### src/rtl/id_ex_control.sv
// Main control decoder and ID/EX pipeline register for the five-stage MIPS pipeline.
// Also generates load-use stall enables and squashes ID/EX on a redirect.
module id_ex_control (
  input  logic        clk,
  input  logic        rst,
  input  logic        id_valid,
  input  logic [31:0] id_instr,
  input  logic        ex_flush,
  output logic        pc_write,
  output logic        ifid_write,
  output logic        ex_valid,
  output logic [1:0]  ex_aluop,
  output logic        ex_alusrc,
  output logic        ex_regdst,
  output logic        ex_memread,
  output logic        ex_memwrite,
  output logic        ex_memtoreg,
  output logic        ex_regwrite,
  output logic        ex_branch,
  output logic        ex_jump,
  output logic [4:0]  ex_rs,
  output logic [4:0]  ex_rt,
  output logic [4:0]  ex_rd,
  output logic [5:0]  ex_funct,
  output logic [31:0] ex_imm,
  output logic [25:0] ex_jtarget,
  output logic        illegal_op,
  output logic [7:0]  illegal_count
);

  typedef enum logic [5:0] {
    OP_RTYPE = 6'b000000,
    OP_J     = 6'b000010,
    OP_BEQ   = 6'b000100,
    OP_ADDI  = 6'b001000,
    OP_ORI   = 6'b001101,
    OP_LW    = 6'b100011,
    OP_SW    = 6'b101011
  } opcode_t;

  // Bundle layout: regdst, alusrc, memtoreg, regwrite, memread, memwrite, branch, jump, aluop[1:0]
  logic [9:0]  w_ctl;
  logic        w_illegal;
  logic        w_rt_src;
  logic        w_hz;
  logic [5:0]  w_op;

  logic [9:0]  r_ctl;
  logic        r_valid;
  logic [4:0]  r_rs;
  logic [4:0]  r_rt;
  logic [4:0]  r_rd;
  logic [5:0]  r_funct;
  logic [31:0] r_imm;
  logic [25:0] r_jtarget;
  logic        r_illegal;
  logic [7:0]  r_cnt;

  assign w_op = id_instr[31:26];

  always_comb begin
    w_ctl     = '0;
    w_illegal = 1'b0;
    w_rt_src  = 1'b0;
    case (w_op)
      OP_RTYPE: begin w_ctl = 10'b1001_0000_10; w_rt_src = 1'b1; end
      OP_LW:    w_ctl = 10'b0111_1000_00;
      OP_SW:    begin w_ctl = 10'b0100_0100_00; w_rt_src = 1'b1; end
      OP_BEQ:   begin w_ctl = 10'b0000_0010_01; w_rt_src = 1'b1; end
      OP_ADDI:  w_ctl = 10'b0101_0000_00;
      OP_ORI:   w_ctl = 10'b0101_0000_11;
      OP_J:     w_ctl = 10'b0000_0001_00;
      default:  w_illegal = 1'b1;
    endcase
  end

  // rs is always treated as a source; rt only when the opcode actually reads it.
  assign w_hz = r_valid & r_ctl[5] & (r_rt != 5'd0) & id_valid &
                ((r_rt == id_instr[25:21]) | ((r_rt == id_instr[20:16]) & w_rt_src));

  // A redirect overrides the stall so the fetch can move to the new target.
  assign pc_write   = ~(w_hz & ~ex_flush);
  assign ifid_write = ~(w_hz & ~ex_flush);

  always_ff @(posedge clk) begin
    if (rst) begin
      r_ctl     <= '0;
      r_valid   <= 1'b0;
      r_rs      <= '0;
      r_rt      <= '0;
      r_rd      <= '0;
      r_funct   <= '0;
      r_imm     <= '0;
      r_jtarget <= '0;
      r_illegal <= 1'b0;
      r_cnt     <= '0;
    end else begin
      r_rs      <= id_instr[25:21];
      r_rt      <= id_instr[20:16];
      r_rd      <= id_instr[15:11];
      r_funct   <= id_instr[5:0];
      r_imm     <= {{16{id_instr[15]}}, id_instr[15:0]};
      r_jtarget <= id_instr[25:0];
      r_illegal <= 1'b0;
      if (ex_flush || w_hz || !id_valid) begin
        r_valid <= 1'b0;
        r_ctl   <= '0;
      end else begin
        r_valid   <= 1'b1;
        r_ctl     <= w_ctl;
        r_illegal <= w_illegal;
        if (w_illegal && (r_cnt != 8'hFF))
          r_cnt <= r_cnt + 8'd1;
      end
    end
  end

  assign ex_valid      = r_valid;
  assign ex_regdst     = r_ctl[9];
  assign ex_alusrc     = r_ctl[8];
  assign ex_memtoreg   = r_ctl[7];
  assign ex_regwrite   = r_ctl[6];
  assign ex_memread    = r_ctl[5];
  assign ex_memwrite   = r_ctl[4];
  assign ex_branch     = r_ctl[3];
  assign ex_jump       = r_ctl[2];
  assign ex_aluop      = r_ctl[1:0];
  assign ex_rs         = r_rs;
  assign ex_rt         = r_rt;
  assign ex_rd         = r_rd;
  assign ex_funct      = r_funct;
  assign ex_imm        = r_imm;
  assign ex_jtarget    = r_jtarget;
  assign illegal_op    = r_illegal;
  assign illegal_count = r_cnt;

endmodule

### config.mk
export PLATFORM = sky130hd
export DESIGN_NAME = id_ex_control
export DESIGN_NICKNAME = d
export VERILOG_FILES = /design/src/rtl/id_ex_control.sv
export SDC_FILE = /design/constraint.sdc
export NUM_CORES = 1
export LEC_CHECK = 0
export CORE_MARGIN = 1
export CORE_UTILIZATION = 37
export CTS_CLUSTER_DIAMETER = 200
export DETAILED_ROUTE_END_ITERATION = 10
export PLACE_DENSITY_LB_ADDON = 0.15
export RECOVER_POWER = 50
export REMOVE_ABC_BUFFERS = 1
export SLEW_MARGIN = 10
export SYNTH_ARGS = -nofsm -noshare
export SYNTH_HDL_FRONTEND = slang
export SYNTH_SLANG_ARGS = --single-unit
### constraint.sdc
create_clock -name clk -period 2.9 [get_ports clk]
set_clock_uncertainty 0.1 [all_clocks]
set_input_delay 0.29 -clock clk [delete_from_list [all_inputs] [get_ports clk]]
set_output_delay 0.29 -clock clk [all_outputs]
set_load 0.01 [all_outputs]
==> results.toml, run 1 <==
[global_route]
grt_util_met1_pct = 20.2
grt_pass1_vias = 1690
gr-usage-met2_pct = 33.7
overflow = 0
grt_use_met3_pct = 4.25
track_usage_pct = 18.0
grt-busiest-layer = "met2"
grt_max_degree = 39
antenna_found_initial = 0
grt_pass1_wl_um = 8620

[final_layout]
design_area_um2 = 3350
seq_area_um2 = 901
area_growth_pct = 53.5
diodes = 0
fill_cells = 526
multi_input_area_um2 = 816
final_nets = 355
layout-drive-gt1-share_pct = 7.52

[routing]
route.detailed.drc = 0
routed_via_density = 4.66
final_antenna_net_count = 0
firstDrtPassIters = 4
finalWirelength_um = 5460
drt_iter0_drc = 33
vias = 1821
routedWlPerCell_um = 14.0

[clock_tree]
cts_root_buf = "clkbuf_8"
clock-sinks = 45
cts_resized = 0
cts_max_path_buffers = 2
cts_tree = "built"
post_cts.repair.setup_buffers = 0
cts_hold_buf = 0
cts.htree.levels = 2
cts_buffers = 5
clk_latency_ns = 0.29
path_clk_slew_ns = 0.08

[setup_path]
cp.arrival_ns = 2.36
max_stage_delay_ns = 0.54
crit_type = "input port to output pin"
worst_r2r_endpoint = "r_ctl[0]"
cpLargestDelayFamily = "buffers and inverters"
reg2regPathDepth = 6
cp_cell_sequence = "clkdlybuf4s50_1 -> and4b_1 -> a21oi_1 -> or4_4 -> a21oi_4 -> nand2b_1 -> clkdlybuf4s50_1"
critPathRequiredTime_ns = 2.51
cp_num_buf_inv = 2
worstSetupEndpointType = "output pin"
reg2reg_slack_ns = 0.49
cpMostUsedCell = "clkdlybuf4s50_1"
cp_max_fo = 5
reg2reg_from = "ex_rt[1]"
worstSetupStartpointType = "input port"
cp_slowest_cell = "clkdlybuf4s50_1"

[sta]
fin_crit_ns = 2.75
hold_viol_final = 0
setup_tns_ns = 0
setup_viol = 0
fmaxAchievable_mhz = 364
rsz0062_at_grt = "no"
post-route-period-util_pct = 94.8
slew_violations = 39
worstMarginPinSlew_ns = 1.62
slew_headroom_pct = -7.98

[pwr]
internal-power_mw = 1.08
cellPowerDensity_nw_per_um2 = 420
clock_power_share_pct = 34.0
vdd_ir_drop_max_v = 0.000198
p_comb_share_pct = 19.0
seqPwrFrac_pct = 46.9
p_switching_uw = 323
finalPower_mw = 1.41
leakage_nw = 1.31
swShare_pct = 23.0

[job]
cap_violations = 1

[floorplan]
rows = 27
core_um2 = 5610
fp.dieH_um = 78.8
dieWidth_um = 78.8
start_util_pct = 38.9
ios = 137
die_area_um2 = 6210

[placed_design]
place_area_um2 = 3240
place.gp.congestion = 0.791
hpwl_um = 4360
port-buffer-count = 136

[logic_synthesis]
synth_cell_types = 35
async_flop_share_pct = 0
synth_common_cells = "buf_4 (56), dfxtp_1 (45), nor2b_1 (30), nor2_1 (9), nor3_1 (9)"
yosys.area_share.adder_pct = 1.03
synth.area.top_cells = "dfxtp_1 (41%), buf_4 (19%), nor2b_1 (8.6%), xnor2_1 (2.8%), nor3_1 (2.1%)"
avgSynthCellArea_um2 = 9.44
synth_area_um2 = 2180
synth.most_common_cell = "buf_4"
ys_ff_latch = 45
netlist.area_leader.share_pct = 41.3
synthMuxAreaShare_pct = 1.03
synth_compound_area_share_pct = 6.77
yosysSeqAreaShare_pct = 41.3
synth_xor_area_share_pct = 4.82
ys.flop_type = "dfxtp_1"
synthSimpleGateAreaFrac_pct = 23.8
yosysWarnings = 0
synth_edf_count = 0
synth_top_family_by_area = "simple AND/OR/NAND/NOR gates"
synthCells = 231
synth_top_cell_by_area = "dfxtp_1"

[hold_path]
hold_class = "register to register"
holdPathStages = 2
min_to = "illegal_count[6]"
hp-start = "illegal_count[6]"

[run_status]
status = "finished with violations"
violations = "capacitance limit, slew limit"
-- per-layer routing --
| metal | up-vias | part of all wire (%) |
|---|---|---|
| met2 | 84 | 53 |
| met5 | - | 0 |
| met1 | 822 | 39 |
| met3 | 8 | 6.4 |
| met4 | 0 | 1.2 |
| li1 | 907 | - |
-- final cells by class --
| type | instances | area share [%] |
|---|---|---|
| multi-input combinational | 121 | 24.4 |
| clock buffer | 7 | 2.58 |
| clock inverter | 1 | 0.897 |
| timing repair buffer | 145 | 42.6 |
| tap | 72 | 2.69 |
| sequential | 45 | 26.9 |
-- logic make-up (layout without fill, tap and decap cells) --
group,Yosys count,count (layout)
fa+ha+maj,2,2
compound gates,21,21
buf+inv,65,153
xor+xnor,12,12
simple gates,84,84
mux,2,2
flops,45,45
-- how the worst max path moves through the flow --
stage | start | end | slack, ns | cells after the start
after floorplan | ex_rt[1] | r_ctl[0] | 0.68 | 5
after global placement | id_instr[16] | ifid_write | 0.17 | 7
after detailed placement | id_instr[27] | pc_write | 0.15 | 7
after CTS | ex_rt[0] | pc_write | 0.14 | 6
after global routing | id_instr[26] | pc_write | 0.01 | 7
final | id_instr[27] | pc_write | 0.15 | 7
-- state kept, by name (all words and copies together), names as in the netlist --
signal,count
r_ctl,9
illegal_count,8
ex_imm,6
ex_funct,5
ex_rs,5
ex_rd,4
ex_rt,4
ex_jtarget,2
ex_valid,1
illegal_op,1
-- worst register-to-register path, cell delays in order, from the launching register on --
cell and delay (ns):
dfxtp_1 0.37, or4_1 0.55, o2111ai_2 0.23, a21oi_4 0.06, buf_4 0.19, or4_4 0.56
nor4_2 0.27
-- power groups by stage --
stage	Combinational, mW	Sequential (mW)	Clock (mW)
after floorplan	0.0471	0.705	0
after global placement	0.277	0.676	0
after detailed placement	0.280	0.677	0
after CTS	0.281	0.662	0.501
after global routing	0.288	0.664	0.528
final	0.268	0.660	0.479
-- layout by cell type, fill, tap and decap left out, types with 3 or more instances in the layout --
master	n
xor2_1	5
and3_1	3
nand4_1	3
nand3_1	4
xnor2_1	7
o31ai_1	6
or4_1	6
nor2b_1	30
dlygate4sd3_1	48
nor3_1	9
clkbuf_8	6
nand2_1	7
buf_4	8
o21ai_0	3
a21oi_1	8
dfxtp_1	45
clkdlybuf4s50_1	88
nor2_1	9
-- per-stage QoR --
step                      setup slack (ns)  hold slack [ns]  util, %  instances
after floorplan                      0.677            0.259        -        166
after CTS                            0.137            0.401     59.8        391
after detailed placement             0.146            0.388     57.7        383
after global placement               0.175            0.384     57.7        383
after global routing                0.0112            0.429     59.7        391
final                                0.149            0.393     59.7        391
No activity file was read; power rests on OpenSTA's default activity.
==> run 2, diff against run 1 <==
--- a/config.mk
+++ b/config.mk
@@ -5,6 +5,7 @@
 export SDC_FILE = /design/constraint.sdc
 export NUM_CORES = 1
 export LEC_CHECK = 0
+export ABC_CLOCK_PERIOD_IN_PS = 2900
 export CORE_MARGIN = 1
 export CORE_UTILIZATION = 37
 export CTS_CLUSTER_DIAMETER = 200
==> results of run 2 <==
The final DEF is identical to that of run 1; final timing and power are the same.
==> run 3, diff against run 2 <==
--- a/config.mk
+++ b/config.mk
@@ -10,6 +10,7 @@
 export CORE_UTILIZATION = 37
 export CTS_CLUSTER_DIAMETER = 200
 export DETAILED_ROUTE_END_ITERATION = 10
+export GPL_ROUTABILITY_DRIVEN = 0
 export PLACE_DENSITY_LB_ADDON = 0.15
 export RECOVER_POWER = 50
 export REMOVE_ABC_BUFFERS = 1
==> results of run 3 <==
The final DEF is identical to that of run 1; final timing and power are the same.
